[config.mk]
export PLATFORM = sky130hd
export DESIGN_NAME = pixel_job_scheduler
export DESIGN_NICKNAME = d
export VERILOG_FILES = /design/src/rtl/pixel_job_scheduler.sv
export SDC_FILE = /design/constraint.sdc
export NUM_CORES = 1
export LEC_CHECK = 0
export CAP_MARGIN = 5
export CORE_ASPECT_RATIO = 0.5
export CORE_MARGIN = 8
export CORE_UTILIZATION = 35
export CTS_CLUSTER_DIAMETER = 120
export DETAILED_ROUTE_END_ITERATION = 6
export GPL_TIMING_DRIVEN = 0
export PLACE_DENSITY_LB_ADDON = 0.25
export RECOVER_POWER = 25
export SYNTH_ARGS = -nofsm -noshare
export SYNTH_HDL_FRONTEND = slang
export SYNTH_SLANG_ARGS = --single-unit
[constraint.sdc]
create_clock -name aclk -period 6.15 [get_ports aclk]
set_clock_uncertainty 0.15 [all_clocks]
set_input_delay 1.5375 -clock aclk [delete_from_list [all_inputs] [get_ports aclk]]
set_output_delay 1.5375 -clock aclk [all_outputs]
set_load 0.01 [all_outputs]
[src/rtl/pixel_job_scheduler.sv]
// Round-robin dispatch of per-pixel (x, y) jobs to N_CORES shading cores, with in-order collection re-emitted in raster order.
// Optional macro PIXEL_JOB_SCHEDULER_PERF_EN adds perf_frame_cycles / perf_stall_cycles outputs.
module pixel_job_scheduler #(
  parameter int X_SIZE  = 640,
  parameter int Y_SIZE  = 480,
  parameter int N_CORES = 4,
  parameter int XW      = $clog2(X_SIZE),
  parameter int YW      = $clog2(Y_SIZE)
) (
  input  logic                   aclk,
  input  logic                   areset,
  input  logic                   start,
  input  logic                   continuous,
  output logic                   busy,
  output logic                   frame_done,
  output logic [7:0]             frame_count,
  output logic [N_CORES-1:0]     job_valid,
  input  logic [N_CORES-1:0]     job_ready,
  output logic [XW-1:0]          job_x,
  output logic [YW-1:0]          job_y,
  input  logic [N_CORES-1:0]     res_valid,
  output logic [N_CORES-1:0]     res_ready,
  input  logic [24*N_CORES-1:0]  res_rgb,
  output logic [7:0]             out_r,
  output logic [7:0]             out_g,
  output logic [7:0]             out_b,
  output logic                   out_valid,
  input  logic                   out_ready,
  output logic                   out_sof,
  output logic                   out_eol,
`ifdef PIXEL_JOB_SCHEDULER_PERF_EN
  output logic [31:0]            perf_frame_cycles,
  output logic [31:0]            perf_stall_cycles,
`endif
  output logic [1:0]             dbg_state
);

  localparam int CW = (N_CORES > 1) ? $clog2(N_CORES) : 1;
  localparam int IW = $clog2(N_CORES + 1);
  localparam logic [XW-1:0] LAST_X   = XW'(X_SIZE - 1);
  localparam logic [YW-1:0] LAST_Y   = YW'(Y_SIZE - 1);
  localparam logic [CW-1:0] LAST_C   = CW'(N_CORES - 1);
  localparam logic [IW-1:0] MAX_INFL = IW'(N_CORES);

  typedef enum logic [1:0] {S_IDLE = 2'd0, S_RUN = 2'd1, S_DRAIN = 2'd2} state_t;

  state_t        state;
  logic [CW-1:0] dptr, cptr;
  logic [XW-1:0] dx, cx;
  logic [YW-1:0] dy, cy;
  logic [IW-1:0] inflight;

  logic          can_issue, job_fire, active, out_fire;
  logic          last_job, last_out, go, frame_end;
  logic [23:0]   rgb_arr [N_CORES];
  logic [23:0]   rgb_sel;

  assign job_x     = dx;
  assign job_y     = dy;
  assign dbg_state = state;

  // All channels use valid/ready: a transfer happens on a rising edge where both are high;
  // valid never waits on ready, and payload holds while valid is high without ready.
  always_comb begin
    for (int i = 0; i < N_CORES; i++) rgb_arr[i] = res_rgb[24*i +: 24];
    rgb_sel   = rgb_arr[cptr];
    go        = start || continuous;
    can_issue = (state == S_RUN) && (inflight < MAX_INFL);
    job_valid = '0;
    if (can_issue) job_valid[dptr] = 1'b1;
    job_fire  = can_issue && job_ready[dptr];
    active    = (inflight != '0);
    res_ready = '0;
    if (active && out_ready) res_ready[cptr] = 1'b1;
    out_valid = active && res_valid[cptr];
    out_fire  = out_valid && out_ready;
    out_r     = out_valid ? rgb_sel[23:16] : 8'd0;
    out_g     = out_valid ? rgb_sel[15:8]  : 8'd0;
    out_b     = out_valid ? rgb_sel[7:0]   : 8'd0;
    out_sof   = out_valid && (cx == '0) && (cy == '0);
    out_eol   = out_valid && (cx == LAST_X);
    last_job  = (dx == LAST_X) && (dy == LAST_Y);
    last_out  = (cx == LAST_X) && (cy == LAST_Y);
    frame_end = (state == S_DRAIN) && out_fire && last_out;
  end

  always_ff @(posedge aclk) begin
    if (areset) begin
      state       <= S_IDLE;
      dptr        <= '0;
      cptr        <= '0;
      dx          <= '0;
      dy          <= '0;
      cx          <= '0;
      cy          <= '0;
      inflight    <= '0;
      busy        <= 1'b0;
      frame_done  <= 1'b0;
      frame_count <= 8'd0;
    end else begin
      frame_done <= 1'b0;
      busy       <= (state != S_IDLE) || go;
      if (job_fire) begin
        dptr <= (dptr == LAST_C) ? '0 : dptr + 1'b1;
        if (dx == LAST_X) begin
          dx <= '0;
          dy <= dy + 1'b1;
        end else begin
          dx <= dx + 1'b1;
        end
        if (last_job) state <= S_DRAIN;
      end
      if (out_fire) begin
        cptr <= (cptr == LAST_C) ? '0 : cptr + 1'b1;
        if (cx == LAST_X) begin
          cx <= '0;
          cy <= cy + 1'b1;
        end else begin
          cx <= cx + 1'b1;
        end
      end
      inflight <= inflight + IW'(job_fire) - IW'(out_fire);
      // Frame start (from IDLE, or back-to-back after the last pixel) zeroes pointers and coords.
      if (((state == S_IDLE) && go) || frame_end) begin
        dptr     <= '0;
        cptr     <= '0;
        dx       <= '0;
        dy       <= '0;
        cx       <= '0;
        cy       <= '0;
        inflight <= '0;
        state    <= ((state == S_IDLE) || continuous) ? S_RUN : S_IDLE;
      end
      if (frame_end) begin
        frame_done  <= 1'b1;
        frame_count <= frame_count + 8'd1;
      end
    end
  end

`ifdef PIXEL_JOB_SCHEDULER_PERF_EN
  logic [31:0] cyc_cnt, stall_cnt;
  logic        stall_now;

  assign stall_now = active && !out_valid;

  always_ff @(posedge aclk) begin
    if (areset) begin
      cyc_cnt           <= 32'd0;
      stall_cnt         <= 32'd0;
      perf_frame_cycles <= 32'd0;
      perf_stall_cycles <= 32'd0;
    end else if (state == S_IDLE) begin
      cyc_cnt   <= 32'd0;
      stall_cnt <= 32'd0;
    end else if (frame_end) begin
      perf_frame_cycles <= cyc_cnt + 32'd1;
      perf_stall_cycles <= stall_cnt + 32'(stall_now);
      cyc_cnt           <= 32'd0;
      stall_cnt         <= 32'd0;
    end else begin
      cyc_cnt   <= cyc_cnt + 32'd1;
      stall_cnt <= stall_cnt + 32'(stall_now);
    end
  end
`endif

endmodule

==> results of run 1 <==
-- flip-flops by register name, indices dropped and copies added (netlist names) --
| name | flops |
|---|---|
| cx | 10 |
| job_x | 10 |
| cy | 9 |
| job_y | 9 |
| frame_count | 8 |
| inflight | 3 |
| cptr | 2 |
| dbg_state | 2 |
| dptr | 2 |
| busy | 1 |
| frame_done | 1 |
-- worst min path at each step --
stage	endpoint	cells after the start	slack (ps)
global route	frame_count[7]$_SDFFE_PP0P_	2	350
detailed placement	job_y[1]$_SDFFE_PP0P_	2	330
CTS	job_y[1]$_SDFFE_PP0P_	2	340
finish	job_y[1]$_SDFFE_PP0P_	2	330
global placement	frame_count[7]$_SDFFE_PP0P_	2	320
floorplan	cx[1]$_SDFFE_PP0P_	2	310
-- synthesized netlist by cell type, drive strengths merged (8+ instances only) --
cell     n  area [sq um]
and3    35           219
ha      17           213
and2     9          56.3
nand2   24          92.6
nor2    51           191
nand4    8          56.3
mux4    26           586
dfxtp   57          1140
a21oi   18          90.1
xnor2   19           166
nand3   23           128
nor3    13          65.1
nor4    11          75.1
buf     11          65.1
xor2    16           140
inv     16          60.1
clkbuf  10          37.5
-- area by class of cell --
cell class | count | area share
Buffer | 21 | 0.0174
Inverter | 17 | 0.0108
Clock inverter | 6 | 0.0140
Tap cell | 140 | 0.0297
Timing Repair Buffer | 174 | 0.295
Sequential cell | 57 | 0.194
Clock buffer | 10 | 0.0388
Multi-Input combinational cell | 302 | 0.400
Antenna cell | 2 | 0.000849
-- tightest hold or removal path, delay by kind of cell (launching register included) --
| family | cells | cell delay [ps] |
|---|---|---|
| compound gates | 1 | 50 |
| flops | 1 | 320 |
| simple gates | 1 | 60 |
-- metrics by stage --
stage,cell area [sq um],power [mW],utilization
detailed placement,5580,0.566,0.548
floorplan,3660,0.453,-
global placement,5580,0.563,0.548
finish,5900,1.08,0.579
CTS,5890,1.09,0.579
global route,5900,1.12,0.579
-- kinds of logic (layout without fill, tap and decap cells) --
family / after synthesis / after routing / synth area share
simple gates: 192 / 192 / 0.286
flops: 57 / 57 / 0.311
buf+inv: 38 / 228 / 0.0454
xor+xnor: 35 / 35 / 0.0837
compound gates: 30 / 30 / 0.0478
mux: 27 / 27 / 0.163
fa+ha+maj: 18 / 18 / 0.0635
other cells: 0 / 2 / 0
-- power by group through the flow --
stage	logic (mW)	registers [mW]	clock network, mW
2_1_floorplan	0.0670	0.386	0
3_3_place_gp	0.176	0.387	0
3_5_place_dp	0.179	0.387	0
4_1_cts	0.180	0.379	0.530
5_1_grt	0.193	0.380	0.548
6_report	0.178	0.379	0.520
-- layer usage --
metal	share of wire	routed length (um)
met1	0.44	5670
met3	0.058	748
met4	0.0055	70
met2	0.49	6320
met5	0	0
==> impl_metrics.toml, run 1 <==
[status]
outcome = "finished clean"

[global_route]
gr-usage-met3 = 0.0404
grt_pass1_wl_um = 20200
use_met2 = 0.321
grt.busiest_layer = "met2"
antenna_found_initial = 2
grt_max_degree = 11
grtUsageTotal = 0.181
use_met1 = 0.217
grt_overflow_total = 0
first_global_vias = 3654

[setup_path]
cp-endpoint = "out_sof"
startpoint = "res_valid[3]"
crit_buf_inv = 2
crit_required_ps = 4460
path_class = "input pin to output port"
r2r-start = "dbg_state[0]$_SDFFE_PP0P_"
path_max_fanout = 8
critPathArrivalTime_ps = 3650
slowest_stage = "clkdlybuf4s50_1"
start_kind = "input pin"
ff2ff_path_depth = 10
cp_top_family = "buffers and inverters"
cp.depth = 5
cp_slowest_stage_delay_ps = 670
r2r_setup_slack_ps = 3190
r2r_end = "inflight[2]$_SDFF_PP0_"
cp_cell_sequence = "clkdlybuf4s50_1 -> mux4_2 -> nand2_1 -> nor4_1 -> clkdlybuf4s50_1"
path_common_cell = "clkdlybuf4s50_1"
end_kind = "output port"

[power]
switching_share = 0.224
switchingPower_mw = 0.242
p_comb_frac = 0.165
cell_internal_pwr_mw = 0.836
pwr-share-clk = 0.483
power_leakage_nw = 2.24
ir_worst_vdd_v = 0.000118
power_density_nw_per_um2 = 183
pwr-share-seq = 0.352

[clocking]
htreeDepth = 3
root_buffer = "clkbuf_16"
clk_latency_ps = 320
ctsResizeCount = 0
clkTransAtPathRegs_ps = 50
cts_setup_buffers = 0
cts_tree = "yes"
cts.sinks = 57
clockBufferDepth = 2
holdBufCountCts = 0
cts_buffers = 9

[synth]
yosys_warnings = 0
synth_fp_nets = 524
synth-main-ff-cell = "dfxtp_1"
syn_area_per_cell_sq_um = 9.23
postSynthCellCount = 397
ys_seq_elements = 57
async_flop_share = 0
seq_area_frac_synth = 0.311
syn_area_sq_um = 3660
synth_edf_count = 0
yosys.cell_types.count = 43

[routing]
drc = 0
wl_per_cell_um = 17.6
wirelength_um = 12800
vias = 3705
drt_iter0_drc = 220
ant_nets = 0
via_per_inst = 5.08
first_pass_iters = 4

[timing]
finalCritPeriodShare = 0.868
setup_slack_ps = 811
finalHoldViolCount = 0
slew_headroom = 0.531
setup_violations = 0
tightest_slew_ps = 703
rsz0062_at_grt = "false"
finalCriticalPeriod_ps = 5340
finalHoldWorstSlack_ps = 330
max_freq_ghz = 0.187
final_max_slew_viol_count = 0
setup_tns_ps = 0

[layout]
fillers = 937
multi_input_area_sq_um = 2360
layout_commonest_cell = "clkdlybuf4s50_1"
mostFrequentLayoutCells = "clkdlybuf4s50_1 (144), dfxtp_1 (57), nor2_1 (51), and3_1 (35), dlygate4sd3_1 (30)"
stdcell_count = 729
regArea_sq_um = 1140
syn_to_final_growth_pct = 61.0
fin_nets = 709
drive_gt1_frac = 0.101

[run]
cap_violations = 0

[hold_path]
hold_path.class = "register to register"
worstHoldStart = "job_y[1]$_SDFFE_PP0P_"

[place]
port_buffers = 174
placed_cells = 711
place_hpwl_um = 10300
pre_cts_ws_ps = 876
finalWeightedCongestion = 0.854

[floorplan]
rows = 26
io_pins = 175
die_width_um = 161
dieHeight_um = 88.3
die_area_sq_um = 14200
initial_core_util = 0.360
core_area_sq_um = 10200
Power figures use the tool's default switching activity.
==> inputs of run 2 (changes only) <==
Settings changed: REMOVE_ABC_BUFFERS from default to 1.
==> impl_metrics.toml, run 2 (synthesis results as in run 1) <==
[status]
outcome = "finished clean"

[clocking]
clockBufferDepth = 2
clk_latency_ps = 320
cts_setup_buffers = 0
root_buffer = "clkbuf_16"
cts_buffers = 9
cts_tree = "yes"
cts.sinks = 57
ctsResizeCount = 0
clkTransAtPathRegs_ps = 50
htreeDepth = 3
holdBufCountCts = 0

[setup_path]
cp.depth = 5
cp_top_family = "buffers and inverters"
cp-endpoint = "out_sof"
startpoint = "res_valid[1]"
cp_slowest_stage_delay_ps = 660
crit_required_ps = 4460
end_kind = "output port"
r2r-start = "cptr[1]$_SDFFE_PP0P_"
slowest_stage = "clkdlybuf4s50_1"
ff2ff_path_depth = 5
r2r_end = "dbg_state[1]$_SDFFE_PP0P_"
crit_buf_inv = 2
critPathArrivalTime_ps = 3730
path_common_cell = "clkdlybuf4s50_1"
start_kind = "input pin"
cp_cell_sequence = "clkdlybuf4s50_1 -> mux4_2 -> nand2_1 -> nor4_1 -> clkdlybuf4s50_1"
r2r_setup_slack_ps = 2290
path_class = "input pin to output port"
path_max_fanout = 26

[power]
power_leakage_nw = 2.18
switchingPower_mw = 0.230
ir_worst_vdd_v = 0.0000988
p_comb_frac = 0.170
power_density_nw_per_um2 = 175
switching_share = 0.227
pwr-share-seq = 0.375
pwr-share-clk = 0.455
cell_internal_pwr_mw = 0.781

[layout]
layout_commonest_cell = "clkdlybuf4s50_1"
syn_to_final_growth_pct = 57.9
mostFrequentLayoutCells = "clkdlybuf4s50_1 (144), dfxtp_1 (56), nor2_1 (51), and3_1 (35), dlygate4sd3_1 (30)"
fin_nets = 689
fin_util = 0.568
drive_gt1_frac = 0.0919
multi_input_area_sq_um = 2360
regArea_sq_um = 1140
fillers = 927
fin_area_sq_um = 5790

[global_route]
first_global_vias = 3459
grt_max_degree = 33
grtUsageTotal = 0.177
grt_overflow_total = 0
grt_pass1_wl_um = 19600
antenna_found_initial = 2

[floorplan]
io_pins = 175
core_area_sq_um = 10200
dieHeight_um = 88.3
initial_core_util = 0.360
die_area_sq_um = 14200
die_width_um = 161
rows = 26

[routing]
via_per_inst = 5.13
ant_nets = 0
vias = 3635
wirelength_um = 12600
drt_iter0_drc = 212
wl_per_cell_um = 17.8
drc = 0
first_pass_iters = 4

[place]
pre_cts_ws_ps = 762
port_buffers = 174
place_hpwl_um = 9950
finalWeightedCongestion = 0.864
postPlaceCellArea_sq_um = 5500

[timing]
finalCritPeriodShare = 0.881
tightest_slew_ps = 1280
finalHoldViolCount = 0
finalCriticalPeriod_ps = 5420
slew_headroom = 0.147
setup_slack_ps = 733
final_max_slew_viol_count = 0
finalHoldWorstSlack_ps = 344
setup_tns_ps = 0
max_freq_ghz = 0.185
setup_violations = 0
rsz0062_at_grt = "false"

[hold_path]
hold_path.class = "register to register"
worstHoldStart = "job_y[4]$_SDFFE_PP0P_"

[run]
cap_violations = 0
-- run 2: cell count changes in the layout (fill, tap and decap cells not counted), sizes merged --
cell,previous run,this run
buf,11,1
bufinv,2,0
clkbuf,20,12
clkinvlp,1,0
-- run 2: cell type report --
class,count,area share
antenna,2,0.000865
multi-input combinational,302,0.407
tap,140,0.0303
clock buffer,12,0.0461
inverter,17,0.0110
clock inverter,3,0.00260
timing repair buffer,175,0.304
sequential,57,0.197
-- run 2: routing by layer --
layer | vias up | GRT usage | wire [um] | part of all wire
li1 | 1769 | - | - | -
met1 | 1721 | 0.199 | 5220 | 0.41
met2 | 126 | 0.314 | 6170 | 0.49
met3 | 19 | 0.0576 | 916 | 0.073
met4 | 0 | 0.0673 | 312 | 0.025
met5 | - | 0 | 0 | 0
-- run 2: worst min-delay path by stage --
stage	end	cells after the start
final	job_y[4]$_SDFFE_PP0P_	2
after global routing	job_x[1]$_SDFFE_PP0P_	2
after CTS	job_x[1]$_SDFFE_PP0P_	2
after detailed placement	cx[1]$_SDFFE_PP0P_	2
after global placement	frame_count[7]$_SDFFE_PP0P_	2
after floorplan	cx[1]$_SDFFE_PP0P_	2
-- run 2: worst reg2reg max path, stage by stage, from the launching register on --
cell and delay [ps]:
dfxtp_1 1160, mux4_2 750, nand3_4 340, or3_4 580, nand2_2 530, o21ba_2 240
-- run 2: per-stage QoR --
step / total power, mW / cells
after floorplan: 0.447 / 376
after global placement: 0.556 / 690
after detailed placement: 0.560 / 691
after CTS: 1.03 / 706
after global routing: 1.06 / 708
final: 1.01 / 708
-- run 2: power groups by stage --
| stage | registers, mW | clock network, mW | logic (mW) |
|---|---|---|---|
| 2_1_floorplan | 0.387 | 0 | 0.0601 |
| 4_1_cts | 0.379 | 0.473 | 0.174 |
| 3_5_place_dp | 0.387 | 0 | 0.173 |
| 3_3_place_gp | 0.388 | 0 | 0.169 |
| 6_report | 0.379 | 0.460 | 0.172 |
| 5_1_grt | 0.379 | 0.490 | 0.186 |
